--- src/rtl/crack_result_collector.sv ---
// Supervises the RC4 key-search cores: holds them in reset, then stops them on the first success or declares exhaustion.
// All outputs are registered and follow the sampled inputs by one cycle; the inputs have no backpressure.
module crack_result_collector #(
   parameter int NUM_CORES  = 4,
   parameter int KEY_WIDTH  = 24,
   parameter int IDX_WIDTH  = 2,
   parameter int CNT_WIDTH  = 32,
   parameter int RESET_HOLD = 4
) (
   input  logic                           clk,
   input  logic                           reset_n,
   input  logic                           start,
   input  logic [NUM_CORES-1:0]           core_success,
   input  logic [NUM_CORES-1:0]           core_failure,
   input  logic [NUM_CORES*KEY_WIDTH-1:0] core_key,
   output logic                           core_reset_n,
   output logic                           stop,
   output logic [KEY_WIDTH-1:0]           found_key,
   output logic [IDX_WIDTH-1:0]           found_core,
   output logic                           key_found,
   output logic                           no_key,
   output logic                           busy,
   output logic [CNT_WIDTH-1:0]           cycle_count
);

   localparam int HW = (RESET_HOLD > 1) ? $clog2(RESET_HOLD) : 1;

   typedef enum logic [2:0] {
      S_IDLE,
      S_HOLD,
      S_SEARCH,
      S_FOUND,
      S_EXH
   } state_t;

   state_t                 state_q, state_d;
   logic [HW-1:0]          hold_q, hold_d;
   logic [NUM_CORES-1:0]   fail_q, fail_d;
   logic [CNT_WIDTH-1:0]   cnt_q, cnt_d;
   logic [KEY_WIDTH-1:0]   key_q, key_d;
   logic [IDX_WIDTH-1:0]   idx_q, idx_d;
   logic                   core_rst_n_q, stop_q, key_found_q, no_key_q, busy_q;

   logic                   hit;
   logic [IDX_WIDTH-1:0]   sel_idx;
   logic [KEY_WIDTH-1:0]   sel_key;

   // Scan high to low so the lowest set success bit is the one left standing.
   always_comb begin
      hit     = |core_success;
      sel_idx = '0;
      sel_key = '0;
      for (int i = NUM_CORES - 1; i >= 0; i--) begin
         if (core_success[i]) begin
            sel_idx = IDX_WIDTH'(i);
            sel_key = core_key[i*KEY_WIDTH +: KEY_WIDTH];
         end
      end
   end

   always_comb begin
      state_d = state_q;
      hold_d  = hold_q;
      fail_d  = fail_q;
      cnt_d   = cnt_q;
      key_d   = key_q;
      idx_d   = idx_q;
      case (state_q)
         S_IDLE, S_FOUND, S_EXH: begin
            if (start) begin
               state_d = S_HOLD;
               hold_d  = HW'(RESET_HOLD - 1);
               fail_d  = '0;
               cnt_d   = '0;
               key_d   = '0;
               idx_d   = '0;
            end
         end
         S_HOLD: begin
            if (hold_q == '0) state_d = S_SEARCH;
            else              hold_d  = hold_q - 1'b1;
         end
         S_SEARCH: begin
            if (cnt_q != '1) cnt_d = cnt_q + 1'b1;
            fail_d = fail_q | core_failure;
            if (hit) begin
               key_d   = sel_key;
               idx_d   = sel_idx;
               state_d = S_FOUND;
            end else if (&fail_d) begin
               state_d = S_EXH;
            end
         end
         default: state_d = S_IDLE;
      endcase
   end

   always_ff @(posedge clk or negedge reset_n) begin
      if (!reset_n) begin
         state_q      <= S_IDLE;
         hold_q       <= '0;
         fail_q       <= '0;
         cnt_q        <= '0;
         key_q        <= '0;
         idx_q        <= '0;
         core_rst_n_q <= 1'b0;
         stop_q       <= 1'b0;
         key_found_q  <= 1'b0;
         no_key_q     <= 1'b0;
         busy_q       <= 1'b0;
      end else begin
         state_q      <= state_d;
         hold_q       <= hold_d;
         fail_q       <= fail_d;
         cnt_q        <= cnt_d;
         key_q        <= key_d;
         idx_q        <= idx_d;
         core_rst_n_q <= (state_d == S_SEARCH) || (state_d == S_FOUND) || (state_d == S_EXH);
         stop_q       <= (state_d == S_FOUND) || (state_d == S_EXH);
         key_found_q  <= (state_d == S_FOUND);
         no_key_q     <= (state_d == S_EXH);
         busy_q       <= (state_d == S_HOLD) || (state_d == S_SEARCH);
      end
   end

   assign core_reset_n = core_rst_n_q;
   assign stop         = stop_q;
   assign found_key    = key_q;
   assign found_core   = idx_q;
   assign key_found    = key_found_q;
   assign no_key       = no_key_q;
   assign busy         = busy_q;
   assign cycle_count  = cnt_q;

endmodule

--- config.mk ---
export PLATFORM = sky130hd
export DESIGN_NAME = crack_result_collector
export DESIGN_NICKNAME = d
export VERILOG_FILES = /design/src/rtl/crack_result_collector.sv
export SDC_FILE = /design/constraint.sdc
export NUM_CORES = 1
export LEC_CHECK = 0
export ABC_AREA = 1
export BUFFER_PORTS_ARGS = -buffer_cell sky130_fd_sc_hd__buf_2
export CORE_ASPECT_RATIO = 0.7
export CORE_MARGIN = 3
export CORE_UTILIZATION = 50
export CTS_BUF_LIST = sky130_fd_sc_hd__clkbuf_8 sky130_fd_sc_hd__clkbuf_16
export DETAILED_ROUTE_END_ITERATION = 10
export PLACE_DENSITY = 0.87
export SLEW_MARGIN = 20
export SYNTH_ARGS = -nofsm -noshare
export SYNTH_HDL_FRONTEND = slang
export SYNTH_SLANG_ARGS = --single-unit
--- constraint.sdc ---
create_clock -name clk -period 2.41 [get_ports clk]
set_input_delay 0.3615 -clock clk [delete_from_list [all_inputs] [get_ports clk]]
set_output_delay 0.3615 -clock clk [all_outputs]
set_load 0.1 [all_outputs]
### After elaboration in Yosys (flattened, before gate mapping)

Cells that the tools add are included.

| cells by class | value |
|---|---|
| add/subtract/negate cells | 2 |
| $mul | 0 |
| div/mod/pow operators | 0 |
| order comparisons | 0 |
| eq/ne operators | 13 |
| shift-type cells | 0 |
| muxes and demuxes | 27 |
| bitwise gates (word level) | 1 |
| reductions and logical operators | 15 |

Operator list:

| cell | number |
|---|---|
| two-way mux 24 bit | 6 |
| two-way mux 32 bit | 2 |
| case mux 32 bit (2 select lines) | 1 |
| case mux 24 bit (2 select lines) | 1 |
| adder 32 x 1 -> 32 bit (second input constant) | 1 |
| inequality test 32 bit (second input constant) | 1 |
| two-way mux 2 bit | 8 |
| == test 3 x 2 -> 1 bit (second input constant) | 4 |
| two-way mux 3 bit | 4 |
| case mux 3 bit (3 select lines) | 1 |
| AND reduction 3 bit | 3 |
| inequality test 2 bit (second input constant) | 4 |
| case mux 2 bit (2 select lines) | 2 |
| case mux 4 bit (2 select lines) | 1 |
| == test 3 x 1 -> 1 bit (second input constant) | 2 |
| == test 3 bit (second input constant) | 2 |
| logical OR 1 bit | 4 |
| two-way mux 4 bit | 1 |
| bitwise OR 4 bit | 1 |
| AND reduction 4 bit | 1 |
| nonzero test 2 bit | 2 |
| OR reduction 4 bit | 1 |
| zero test 3 bit | 1 |
| OR reduction 3 bit | 1 |
| other kinds (3) | 3 |

| word-level totals | value |
|---|---|
| bits in registers | 72 |
| bits in latches | 0 |
| RAM bits | 0 |
| memory bits (read-only) | 0 |
| input port bits | 107 |
| output and inout bits | 63 |
| logic and storage cells | 69 |
| memories kept | 0 |

### Logic depth before layout (Yosys ltp)

| logic depth | value |
|---|---|
| depth after elaboration | 8 |
| depth in mapped cells | 11 |
| gate-level depth less buffers | 11 |

### Worst setup path before layout

Ideal clock, no wire load.

| timing | value |
|---|---|
| kind | reg-to-reg |
| start | register cnt_q[0] (netlist: cycle_count[0]) |
| end | register cnt_q[31] (netlist: cycle_count[31]) |
| setup time | 83 ps |
| data arrival time | 2390 ps |
| required time | 2327 ps |
| setup slack | -62 ps |
| stages on the path, launching flop included | 11 |
| path buffers | 1 |
| period minus slack after synthesis | 2472 ps |
| cells stage by stage | dfrtp_1 -> ha_1 -> nand2_2 -> nor2_4 -> nand2_4 -> nor2_4 -> nand4_2 -> nand2_4 -> buf_6 -> nand2_1 -> o21ai_0 |

| on the way | value |
|---|---|
| cells in the longest elaborated chain, start to end | 3 |
| elaborated cells between the ends (all ways) | 6 |
| classes of those cells | add/sub (1); eq/ne (2); mux (2); reduce/logical (1) |

Ends and longest elaborated chain:

| item | line | source |
|---|---|---|
| start: declaration | 39 | `logic [CNT_WIDTH-1:0] cnt_q, cnt_d;` |
| start signal: assignment | 115 | `cnt_q <= cnt_d;` |
| adder 32 x 1 -> 32 bit or inequality test 32 bit (tied branches) | 84 | `if (cnt_q != '1) cnt_d = cnt_q + 1'b1;` |
| two-way mux 32 bit or inequality test 2 bit (tied branches) | - |  |
| case mux 32 bit (2 select lines) or AND reduction 3 bit (tied branches) | - |  |

Parallel ways exist; a longest one is shown, timed or not. The select of a mux whose other input is x is not followed.
A chain may end at the register's enable or synchronous reset.

### Final worst setup path

| timing | value |
|---|---|
| start | register cnt_q[0] (netlist: cycle_count[0]) |
| end | register cnt_q[6] (netlist: cycle_count[6]) |

Same word-level chain as after synthesis.

==> impl_metrics.json <==
{
  "end_kind": "flip-flop",
  "ant_nets": 0,
  "power_density_mw_per_mm2": 1060,
  "fin_setup_tns_ns": 0,
  "dp_hpwl_um": 11400,
  "status": "completed",
  "grt_overflow": 0,
  "final_hold_viol_count": 0,
  "power.switching_mw": 3.35,
  "drt_iter0_markers": 490,
  "ctsHoldBuffers": 0,
  "p_comb_share_pct": 53.7,
  "routed.top_layer": "met4",
  "cts.sinks": 72,
  "critPathRequiredTime_ns": 2.66,
  "num_vias": 5157,
  "slew_headroom_pct": 46.7,
  "met3WireLength_um": 1330,
  "antenna_found_initial": 0,
  "synthesis.area_sq_mm": 0.00453,
  "cts_buffers": 9,
  "final-setup-viol-count": 0,
  "final_common_cell": "nand2_1",
  "first_pass_iters": 5,
  "via_per_inst": 5.38,
  "clk_pin_slew_worst_paths_ns": 0.06,
  "wl_per_cell_um": 15.4,
  "switching_share_pct": 55.3,
  "drc": 0,
  "yosysTopAreaCellShare_pct": 39.8,
  "die_y_um": 85.6,
  "fin_nets": 943,
  "syn_area_per_cell_sq_um": 6.78,
  "hold_class": "in -> async",
  "drt-total-wl_um": 14700,
  "n_fill_cell": 789,
  "pre_cts_ws_ns": 0.263,
  "track_usage_pct": 29.2,
  "final_cells": 958,
  "cts_tree": "built",
  "dieArea_sq_mm": 0.0102,
  "period_minus_slack_ns": 2.22,
  "htree_levels": 3,
  "power_leakage_nw": 3.09,
  "clockBufferDepth": 2,
  "syn_inst": 668,
  "grt_pass1_wl_um": 24100,
  "grt_max_degree": 73,
  "critPathArrivalTime_ns": 2.47,
  "setup_ws_ns": 0.189,
  "p_int_mw": 2.71,
  "gp_congestion": 1.00,
  "slew_viol_final": 0,
  "cts_resized": 0,
  "num_antenna_cells": 0,
  "rows": 28,
  "clock_power_share_pct": 19.1,
  "synthToLayoutAreaGrowth_pct": 26.8,
  "rsz0062_at_grt": "no",
  "root_buffer": "clkbuf_16",
  "finalCritPeriodShare_pct": 92.2,
  "layout-drive-gt1-share_pct": 26.3,
  "wl_met2_um": 6710,
  "fmax_mhz": 450,
  "start_util_pct": 52.5,
  "fin_skew_ns": 0.00758,
  "cp_slowest_cell": "dfrtp_2",
  "power_frac_seq_pct": 27.2,
  "worstSetupPathType": "reg -> reg",
  "path_cells": "ha_1 > nand2_2 > nor2_4 > nand2_4 > nor2_4 > nand4_2 > nand2_4 > buf_4 > nand2_1 > o21ai_2",
  "irDropWorstVdd_uv": 801,
  "ys_ff_latch": 72,
  "pin_count": 170,
  "ys_types": 31,
  "core_sq_mm": 0.00862,
  "worst_pin_slew_ns": 0.798,
  "synth_top_area_cell": "dfrtp_1",
  "fp.dieW_um": 120,
  "yosys_warnings": 0,
  "port_buffers": 169,
  "clk_latency_ns": 0.33,
  "synth.yosys.seq_area_share_pct": 39.8,
  "path_max_fanout": 32,
  "maxCapViolCount": 0,
  "postCtsSetupBuffers": 0,
  "syn-num-nets": 777,
  "most-common-layout-cells": "nand2_1 (234), buf_2 (169), nor2_1 (109), nand3_1 (90), dfrtp_1 (70)",
  "synthTopCellsByArea": "dfrtp_1 (40%), nand2_1 (19%), nand3_1 (10%)",
  "crit_path_max_incr_delay_ns": 0.42,
  "place_inst": 943,
  "crit_path_start_kind": "flip-flop",
  "wl_met1_um": 6390,
  "grt_pass1_vias": 4980
}
==> cells by family (layout without fill, tap and decap cells) <==
logic type,after synthesis,in the layout,synth area share (%)
DFF,72,72,39.8
and+or+nand+nor,451,451,41.5
AOI/OAI and AO/OA,61,61,9.20
xor gates and xnor gates,11,11,2.13
buffers and inverters,71,241,6.85
adders and majority gates,2,2,0.553
==> critical path, delay by kind of cell, from the launching register on <==
| family | cells | cell delay [ns] |
|---|---|---|
| compound gates | 1 | 0.07 |
| fa+ha+maj | 1 | 0.33 |
| buf+inv | 1 | 0.23 |
| flops | 1 | 0.42 |
| simple gates | 7 | 1.06 |
==> synth_stat cells <==
| cell | n |
|---|---|
| nand4_2 | 1 |
| inv_1 | 43 |
| dfrtp_1 | 72 |
| a21o_1 | 1 |
| buf_1 | 3 |
| xor2_1 | 8 |
| xnor2_1 | 3 |
| buf_4 | 3 |
| inv_2 | 1 |
| a21o_2 | 1 |
| buf_2 | 2 |
| a21oi_1 | 7 |
| nor2_1 | 109 |
| nand2_4 | 2 |
| o211ai_1 | 24 |
| clkinv_1 | 1 |
| o21ai_2 | 10 |
| nand2_1 | 234 |
| o21ai_1 | 1 |
| o21bai_1 | 2 |
| nand3_1 | 90 |
| nand2_2 | 3 |
| nand4_1 | 2 |
| nor3_1 | 4 |
| clkbuf_1 | 14 |
| or2_2 | 3 |
| o31ai_1 | 1 |
| buf_6 | 4 |
| nor2_4 | 3 |
| ha_1 | 2 |
| o21ai_0 | 14 |
==> layout make-up <==
cell class | instances | area (sq um) | share of cell area (%)
multi-input combinational | 525 | 2410 | 42.1
sequential | 72 | 1800 | 31.4
timing repair buffer | 181 | 948 | 16.5
clock buffer | 9 | 225 | 3.92
inverter | 45 | 169 | 2.94
tap | 120 | 150 | 2.61
clock inverter | 6 | 30.0 | 0.523
==> state kept, by name (all words and copies together) (netlist names) <==
| register | count |
|---|---|
| no_key | 1 |
| cycle_count | 32 |
| hold_q | 2 |
| found_core | 2 |
| found_key | 24 |
| core_reset_n | 1 |
| busy | 1 |
| fail_q | 4 |
| stop | 1 |
| key_found | 1 |
| state_q | 3 |
==> per-layer routing <==
layer  global-route usage [%]  up-vias
met4                     8.52        0
met5                        0        -
met3                     7.91       34
met1                     40.3     2410
met2                     45.5      235
li1                         -     2478
==> power groups by stage <==
stage / combinational [mW] / sequential (mW) / clock [mW]
finish: 3.26 / 1.65 / 1.16
detailed placement: 3.25 / 1.66 / 0
CTS: 3.26 / 1.65 / 1.18
global route: 3.45 / 1.68 / 1.24
global placement: 3.19 / 1.65 / 0
floorplan: 1.07 / 3.28 / 0
==> metrics by stage <==
| step | power (mW) | instance area (sq um) | utilization, % | hold slack (ns) |
|---|---|---|---|---|
| 4_1_cts | 6.08 | 5740 | 66.6 | 0.0689 |
| 3_3_place_gp | 4.85 | 5490 | 63.7 | 0.415 |
| 3_5_place_dp | 4.91 | 5490 | 63.7 | 0.423 |
| 6_report | 6.06 | 5740 | 66.6 | 0.0361 |
| 2_1_floorplan | 4.35 | 4530 | - | 0.0659 |
| 5_1_grt | 6.37 | 5740 | 66.6 | 0.0714 |
==> path summary, 6_finish.rpt <==
path                            cells past startpoint               to  slack [ns]             from
min in group clk                                    2    found_core[0]        0.29  core_success[0]
worst min-delay path                                2  cycle_count[14]        0.04          reset_n
worst max register to register                     10   cycle_count[6]        0.19   cycle_count[0]
worst max-delay path                               10   cycle_count[6]        0.19   cycle_count[0]
max in group asynchronous                           2   cycle_count[1]        2.03          reset_n
worst min register to register                      2     found_key[2]        0.47     found_key[2]
Note: power is estimated with default switching activity, not from simulation.
